===== src/rtl/prs_pkg.sv =====
`default_nettype none
// ============================================================================
// Module      : prs_pkg
// Description : Shared encodings for the rock-paper-scissors game controller:
//               display text codes, choice and result encodings, FSM states,
//               and small helpers that map choices/results to text codes.
// Revision    : 1.0 - initial release
// ============================================================================
package prs_pkg;

    // Text display codes (9..15 are never driven)
    localparam logic [3:0] c_txt_blank    = 4'd0;
    localparam logic [3:0] c_txt_rock     = 4'd1;
    localparam logic [3:0] c_txt_paper    = 4'd2;
    localparam logic [3:0] c_txt_scissors = 4'd3;
    localparam logic [3:0] c_txt_win      = 4'd4;
    localparam logic [3:0] c_txt_lose     = 4'd5;
    localparam logic [3:0] c_txt_tie      = 4'd6;
    localparam logic [3:0] c_txt_ready    = 4'd7;
    localparam logic [3:0] c_txt_over     = 4'd8;

    // Choice encodings
    localparam logic [1:0] c_rock     = 2'd0;
    localparam logic [1:0] c_paper    = 2'd1;
    localparam logic [1:0] c_scissors = 2'd2;

    // Result encodings
    localparam logic [1:0] c_res_none = 2'd0;
    localparam logic [1:0] c_res_win  = 2'd1;
    localparam logic [1:0] c_res_lose = 2'd2;
    localparam logic [1:0] c_res_tie  = 2'd3;

    // Game FSM states
    typedef enum logic [2:0] {
        ST_IDLE   = 3'd0,
        ST_SELECT = 3'd1,
        ST_REVEAL = 3'd2,
        ST_RESULT = 3'd3,
        ST_OVER   = 3'd4
    } state_t;

    // Next choice in the scroll order rock -> paper -> scissors -> rock
    function automatic logic [1:0] next_choice(input logic [1:0] c);
        return (c == c_scissors) ? c_rock : c + 2'd1;
    endfunction

    // Choice codes map directly onto ROCK/PAPER/SCISSORS text codes
    function automatic logic [3:0] choice_text(input logic [1:0] c);
        return {2'b00, c} + 4'd1;
    endfunction

    function automatic logic [3:0] result_text(input logic [1:0] r);
        logic [3:0] t;
        case (r)
            c_res_win:  t = c_txt_win;
            c_res_lose: t = c_txt_lose;
            c_res_tie:  t = c_txt_tie;
            default:    t = c_txt_blank;
        endcase
        return t;
    endfunction

endpackage
`default_nettype wire


===== src/rtl/prs_game_fsm_judge.sv =====
`default_nettype none
// ============================================================================
// Module      : prs_judge
// Description : Combinational round judge.
//   player [1:0] : player's choice
//   cpu    [1:0] : CPU's choice
//   result [1:0] : tie when equal, win when player beats cpu, else lose
// Revision    : 1.0 - initial release
// ============================================================================
module prs_judge
    import prs_pkg::*;
(
    input  logic [1:0] player,
    input  logic [1:0] cpu,
    output logic [1:0] result
);

    logic [1:0] w_beats_cpu;

    // The choice that beats cpu is the next one in scroll order
    assign w_beats_cpu = next_choice(cpu);

    always_comb begin
        result = c_res_lose;
        if (player == cpu) begin
            result = c_res_tie;
        end else if (player == w_beats_cpu) begin
            result = c_res_win;
        end
    end

endmodule
`default_nettype wire


===== src/rtl/prs_game_fsm.sv =====
`default_nettype none
// ============================================================================
// Module      : prs_game_fsm
// Description : Rock-paper-scissors game controller fed by the mouse decoder.
//   CLK            : system clock, posedge
//   RESET          : asynchronous active-low reset
//   enable         : game enable; low returns to IDLE
//   selection      : scroll level, rising edge advances player choice
//   click          : right-click level, rising edge confirms / restarts
//   text [3:0]     : display code for the text display
//   display_enable : registered copy of enable
//   player_choice, cpu_choice [1:0] : 0 rock, 1 paper, 2 scissors
//   result [1:0]   : 0 none, 1 win, 2 lose, 3 tie
//   score_player, score_cpu [3:0] : saturating scores 0..9
//   round_done     : one-cycle pulse when a round is scored
// Revision    : 1.0 - initial release
// ============================================================================
module prs_game_fsm
    import prs_pkg::*;
#(
    parameter int SHOW_CYCLES  = 50_000_000,
    parameter int TARGET_SCORE = 5
) (
    input  logic       CLK,
    input  logic       RESET,
    input  logic       enable,
    input  logic       selection,
    input  logic       click,
    output logic [3:0] text,
    output logic       display_enable,
    output logic [1:0] player_choice,
    output logic [1:0] cpu_choice,
    output logic [1:0] result,
    output logic [3:0] score_player,
    output logic [3:0] score_cpu,
    output logic       round_done
);

    localparam int         c_tw         = (SHOW_CYCLES > 2) ? $clog2(SHOW_CYCLES) : 1;
    localparam logic [c_tw-1:0] c_timer_load = c_tw'(SHOW_CYCLES - 1);
    localparam logic [3:0] c_target     = 4'(TARGET_SCORE);
    localparam logic [3:0] c_score_max  = 4'd9;

    state_t          r_state;
    logic            r_sel_q;
    logic            r_clk_q;
    logic [1:0]      r_cnt;
    logic [c_tw-1:0] r_timer;

    logic            w_sel_rise;
    logic            w_clk_rise;
    logic [1:0]      w_next_choice;
    logic [1:0]      w_judge;

    assign w_sel_rise    = selection & ~r_sel_q;
    assign w_clk_rise    = click & ~r_clk_q;
    assign w_next_choice = next_choice(player_choice);

    prs_judge u_judge (
        .player (player_choice),
        .cpu    (cpu_choice),
        .result (w_judge)
    );

    always_ff @(posedge CLK or negedge RESET) begin
        if (!RESET) begin
            r_state        <= ST_IDLE;
            r_sel_q        <= 1'b0;
            r_clk_q        <= 1'b0;
            r_cnt          <= 2'd0;
            r_timer        <= '0;
            text           <= c_txt_blank;
            display_enable <= 1'b0;
            player_choice  <= c_rock;
            cpu_choice     <= c_rock;
            result         <= c_res_none;
            score_player   <= 4'd0;
            score_cpu      <= 4'd0;
            round_done     <= 1'b0;
        end else begin
            // Edge history tracks the inputs every cycle, so edges seen in a
            // state that ignores them are dropped rather than queued.
            r_sel_q        <= selection;
            r_clk_q        <= click;
            r_cnt          <= (r_cnt == 2'd2) ? 2'd0 : r_cnt + 2'd1;
            display_enable <= enable;
            round_done     <= 1'b0;

            if (!enable) begin
                // Scores survive a disable; the round in progress does not.
                r_state <= ST_IDLE;
                r_timer <= '0;
                result  <= c_res_none;
                text    <= c_txt_ready;
            end else begin
                case (r_state)
                    ST_IDLE: begin
                        r_state       <= ST_SELECT;
                        player_choice <= c_rock;
                        text          <= c_txt_rock;
                    end

                    ST_SELECT: begin
                        // Click has priority over a simultaneous scroll
                        if (w_clk_rise) begin
                            cpu_choice <= r_cnt;
                            r_timer    <= c_timer_load;
                            r_state    <= ST_REVEAL;
                            text       <= choice_text(r_cnt);
                        end else if (w_sel_rise) begin
                            player_choice <= w_next_choice;
                            text          <= choice_text(w_next_choice);
                        end
                    end

                    ST_REVEAL: begin
                        if (r_timer == '0) begin
                            result     <= w_judge;
                            text       <= result_text(w_judge);
                            round_done <= 1'b1;
                            r_timer    <= c_timer_load;
                            r_state    <= ST_RESULT;
                            if (w_judge == c_res_win && score_player != c_score_max) begin
                                score_player <= score_player + 4'd1;
                            end
                            if (w_judge == c_res_lose && score_cpu != c_score_max) begin
                                score_cpu <= score_cpu + 4'd1;
                            end
                        end else begin
                            r_timer <= r_timer - 1'b1;
                        end
                    end

                    ST_RESULT: begin
                        if (r_timer == '0) begin
                            if (score_player >= c_target || score_cpu >= c_target) begin
                                r_state <= ST_OVER;
                                text    <= c_txt_over;
                            end else begin
                                r_state <= ST_SELECT;
                                result  <= c_res_none;
                                text    <= choice_text(player_choice);
                            end
                        end else begin
                            r_timer <= r_timer - 1'b1;
                        end
                    end

                    ST_OVER: begin
                        if (w_clk_rise) begin
                            score_player  <= 4'd0;
                            score_cpu     <= 4'd0;
                            result        <= c_res_none;
                            player_choice <= c_rock;
                            r_state       <= ST_SELECT;
                            text          <= c_txt_rock;
                        end
                    end

                    default: begin
                        r_state <= ST_IDLE;
                        text    <= c_txt_ready;
                    end
                endcase
            end
        end
    end

endmodule
`default_nettype wire


===== config.mk =====
export PLATFORM = sky130hd
export DESIGN_NAME = prs_game_fsm
export DESIGN_NICKNAME = d
export VERILOG_FILES = /design/src/rtl/prs_pkg.sv /design/src/rtl/prs_game_fsm_judge.sv /design/src/rtl/prs_game_fsm.sv
export SDC_FILE = /design/constraint.sdc
export NUM_CORES = 1
export LEC_CHECK = 0
export CAP_MARGIN = 20
export CORE_ASPECT_RATIO = 0.9
export CORE_MARGIN = 3
export CORE_UTILIZATION = 56
export DETAILED_ROUTE_END_ITERATION = 16
export GPL_ROUTABILITY_DRIVEN = 0
export PLACE_DENSITY = 0.77
export SYNTH_ARGS = -nofsm -noshare
export SYNTH_HDL_FRONTEND = slang
export SYNTH_SLANG_ARGS = --single-unit
export TNS_END_PERCENT = 100

===== constraint.sdc =====
create_clock -name CLK -period 4.3 [get_ports CLK]
set_input_delay 1.29 -clock CLK [delete_from_list [all_inputs] [get_ports CLK]]
set_output_delay 1.29 -clock CLK [all_outputs]
set_load 0.01 [all_outputs]

==> summary by stage <==
Die
The row count is 26. The initial utilization of the core area, before any placement, comes to 0.6007. The height of the chip is 81.40 microns. From left edge to right edge, the die measures 89.78 microns. The floorplan step defined a die boundary enclosing 7307 sq um. During I/O placement, the number of pins put on the boundary was 25. The region available for standard cell placement spans 5888 sq um.

Finish
The synthesis-to-layout area growth is 11.21%. In the layout the commonest cells are 53 x sky130_fd_sc_hd__dfrtp_1, 31 x sky130_fd_sc_hd__nand2_1, 29 x sky130_fd_sc_hd__nor3_1, 24 x sky130_fd_sc_hd__nor2_1, 23 x sky130_fd_sc_hd__clkdlybuf4s50_1. The number of nets in the layout is 428. The share of cells above drive strength 1 is 0.09201. Counting the fill cells in the layout gives 464. The most common cell after layout, fill and taps aside is sky130_fd_sc_hd__dfrtp_1. The number of diodes is 0.

Clock tree
The quantity of gates resized following cts is 0. The clock latency reported for the late side of the worst-skew pair is 0.32 ns. The clock root buffer is sky130_fd_sc_hd__clkbuf_8.

The setup fix buffers added after clock tree synthesis is 0. The TritonCTS buffer count is 5. The maximum buffer depth of the clock tree is 2.

The clock edge transition at the registers on the reported setup and hold paths is 0.11 ns. CTS built an H-tree with a depth of 2. The CTS tree is yes. The number of hold buffers added after CTS was 0. The number of sinks on the clock net is 53.

Routing
The detailed-router iteration count before antenna repair is 5. After detailed routing, the number of remaining DRC violations is 0. The number of vias per cell is 6.877. After detailed routing, the average wire length per cell comes to 18.70 microns. For this block, the routed nets add up to 9294 microns of wire. After the first detailed-routing iteration, the DRC count stood at 379. The post-route antenna net violation count is 0. Detailed routing inserted a total of 3,418 vias.

Timing
Setup repair after global routing left no endpoint under its margin. The pin slew with the least headroom to its limit is 1.022 ns. The final max-slew violation count came to 0. The tightest slew margin relative to the limit is 0.3122. The final worst clock skew is 0.01297 ns. The number of endpoints with negative hold slack in the final report is 0. In the final timing run, aggregate negative setup slack is 0 ns. The routed design could run at a clock period as short as 3.371 ns. Setup violations remaining at the end of the flow were counted as 0. In the finished design, the share of the clock period the worst path needs comes to 0.7839. Derived from the worst setup path, the maximum achievable clock frequency is 0.2967 GHz.

The worst-case setup margin in the final layout is 0.9290 ns.

Global routing
The first global-routing pass estimated 15,500 microns of wire. The pin count of the biggest net entering global routing is 29. For this run, global-route usage on met1 was measured as 0.3889.

The overflow left after global routing is 0. The number of antenna violations at the first check in global routing was 0. In the global route stage, met3 resource usage came out at 0.05185. The met2 track demand over resource is 0.3956. The routing layer with the top usage in global route is met2. The via count of the first global-routing pass was 3,038. Across every metal layer, demand over resource in global routing totals 0.2619.

Critical path
The most numerous cell on the critical path is sky130_fd_sc_hd__nor2b_1. The data required time of the critical path is 4.49 ns. The slowest cell on the critical path is sky130_fd_sc_hd__clkdlybuf4s50_1. The critical path launch point type is an input pin. Walking the worst path, the cells encountered are clkdlybuf4s50_1 -> nor2b_1 -> mux2_2 -> ha_1 -> nor2b_1 -> o22ai_1 -> nand2_1 -> a211oi_1 -> mux2i_1. The capturing element type of the critical path is a flip-flop. STA puts the critical path data arrival time at 3.56 ns. Along the worst path, the maximum fanout reaches 7. The delay contributed by the slowest stage of the critical path is 0.52 ns. The category of the critical setup timing path is input pin to flip-flop.

Power and ir drop
The maximum resistive drop on vdd is 0.2222 mV. The static power due to leakage is 0.001585 uW. In this run the power density over the cells is 396.1 nW/um^2.

Placement
The count of port buffers added during placement is 24. The worst-case setup slack after placement is 0.6239 ns. After legalization and detailed placement, the total HPWL measured 6333 microns.

Synthesis
The flip-flop and latch count after synthesis is 53. The leading register cell type out of synthesis is sky130_fd_sc_hd__dfrtp_1. The cell area that synthesis handed to floorplanning was 3537 sq um.

In this run, distinct cell masters in the synthesized netlist total 60. The cell taking the most area after synthesis is sky130_fd_sc_hd__dfrtp_1. The share of the Yosys chip area taken by registers is 0.3750. After synthesis, the mean cell area works out to 8.843 sq um. The Yosys step of the flow raised 0 warnings.

In the synthesized netlist, the number of instances is 400. The area share of the largest cell type after synthesis is 0.3750. The number of nets produced by synthesis is 416. The async set-or-reset flop fraction in the synthesized netlist is 1.000. After synthesis, the cell types taking the most area are sky130_fd_sc_hd__dfrtp_1 37%, sky130_fd_sc_hd__nor3_1 4.1%, sky130_fd_sc_hd__ha_1 3.9%, sky130_fd_sc_hd__nand4_1 3.7%, sky130_fd_sc_hd__o2111a_1 3.5%. The number of synthesized flops with an enable pin is 0.

Worst hold path
The path class of the lowest-slack min-delay path is flip-flop to flip-flop.

Run status
The flow ran to the end, and the final reports show no timing, DRC or antenna violations.

Flow run
The max-capacitance violation count is 0.
-- worst paths after layout --
check / cells after the start / from / slack (ns) / endpoint
setup reg to reg: 8 / r_timer[0]$_DFFE_PN0P_ / 1.26 / r_timer[14]$_DFFE_PN0P_
min in group asynchronous: 1 / RESET / 0.97 / r_timer[25]$_DFFE_PN0P_
max in group asynchronous: 2 / RESET / 2.54 / score_player[1]$_DFFE_PN0P_
hold reg to reg: 1 / r_cnt[1]$_DFF_PN0_ / 0.49 / r_cnt[1]$_DFF_PN0_
setup / recovery: 9 / click / 0.93 / text[1]$_DFFE_PN0P_
hold / removal: 1 / r_cnt[1]$_DFF_PN0_ / 0.49 / r_cnt[1]$_DFF_PN0_
-- report_power, final --
part / total [uW] / switching, uW / internal [uW]
clock: 328 / 181 / 146
sequential: 651 / 101 / 551
combinational: 579 / 336 / 243
total: 1560 / 618 / 940
-- critical path: cells and delay by family --
family                   cells  cell delay (ns)
AO/OA/AOI/OAI                2             0.33
adder cells (fa/ha/maj)      1             0.26
buffers and inverters        1             0.52
multiplexers                 2             0.52
AND/OR/NAND/NOR              3             0.63
-- synthesized netlist by cell type (all sizes together) (3+ instances only) --
library cell / instances
a211oi: 8
a21oi: 12
a311oi: 4
and3: 5
buf: 3
clkbuf: 24
dfrtp: 53
ha: 11
inv: 12
mux2: 5
mux2i: 7
nand2: 31
nand2b: 7
nand3: 19
nand3b: 3
nand4: 21
nor2: 24
nor2b: 6
nor3: 30
nor3b: 6
nor4: 15
nor4bb: 3
o2111a: 11
o21ai: 10
o221a: 3
o221ai: 4
o311ai: 3
o31ai: 7
or2: 6
or3: 5
or4: 17
xor2: 3
-- flip-flops by register name, summed over array words and instances, names as in the netlist, 3 cells and up --
signal	flops
r_state	3
r_timer	26
score_cpu	4
score_player	4
text	4
-- cell families (layout without fill, tap and decap cells) --
kind of cell	after synthesis	after routing	synth area share
AO/OA/AOI/OAI	76	76	0.1655
flip-flops	53	53	0.3750
buffers and inverters	40	53	0.04457
adder cells (fa/ha/maj)	11	11	0.03891
multiplexers	12	12	0.03573
AND/OR/NAND/NOR	205	205	0.3329
XOR/XNOR	3	3	0.007430
-- per-layer routing --
metal  wire [microns]  part of all wire
met1             4396              0.47
met2             4021              0.43
met3              798             0.086
met4               77            0.0083
met5                0                 0
-- cell type report --
class | count | area (sq um) | share of cell area
clock buffer | 7 | 96.34 | 0.02449
clock inverter | 1 | 5.005 | 0.001272
inverter | 12 | 45.04 | 0.01145
multi-input combinational | 307 | 2053 | 0.5219
sequential | 53 | 1326 | 0.3371
tap | 84 | 105.1 | 0.02672
timing repair buffer | 33 | 302.8 | 0.07697
-- metrics by stage --
step | hold WS (ns) | instance area [sq um] | util | power [uW] | std cells
after floorplan | 0.4208 | 3537 | - | 1051 | 400
after global placement | 0.4658 | 3825 | 0.6496 | 1205 | 488
after detailed placement | 0.4729 | 3825 | 0.6496 | 1224 | 488
after CTS | 0.4893 | 3926 | 0.6668 | 1543 | 496
after global routing | 0.5236 | 3934 | 0.6681 | 1645 | 497
final | 0.4880 | 3934 | 0.6681 | 1558 | 497
Note: power is estimated with default switching activity, not from simulation.
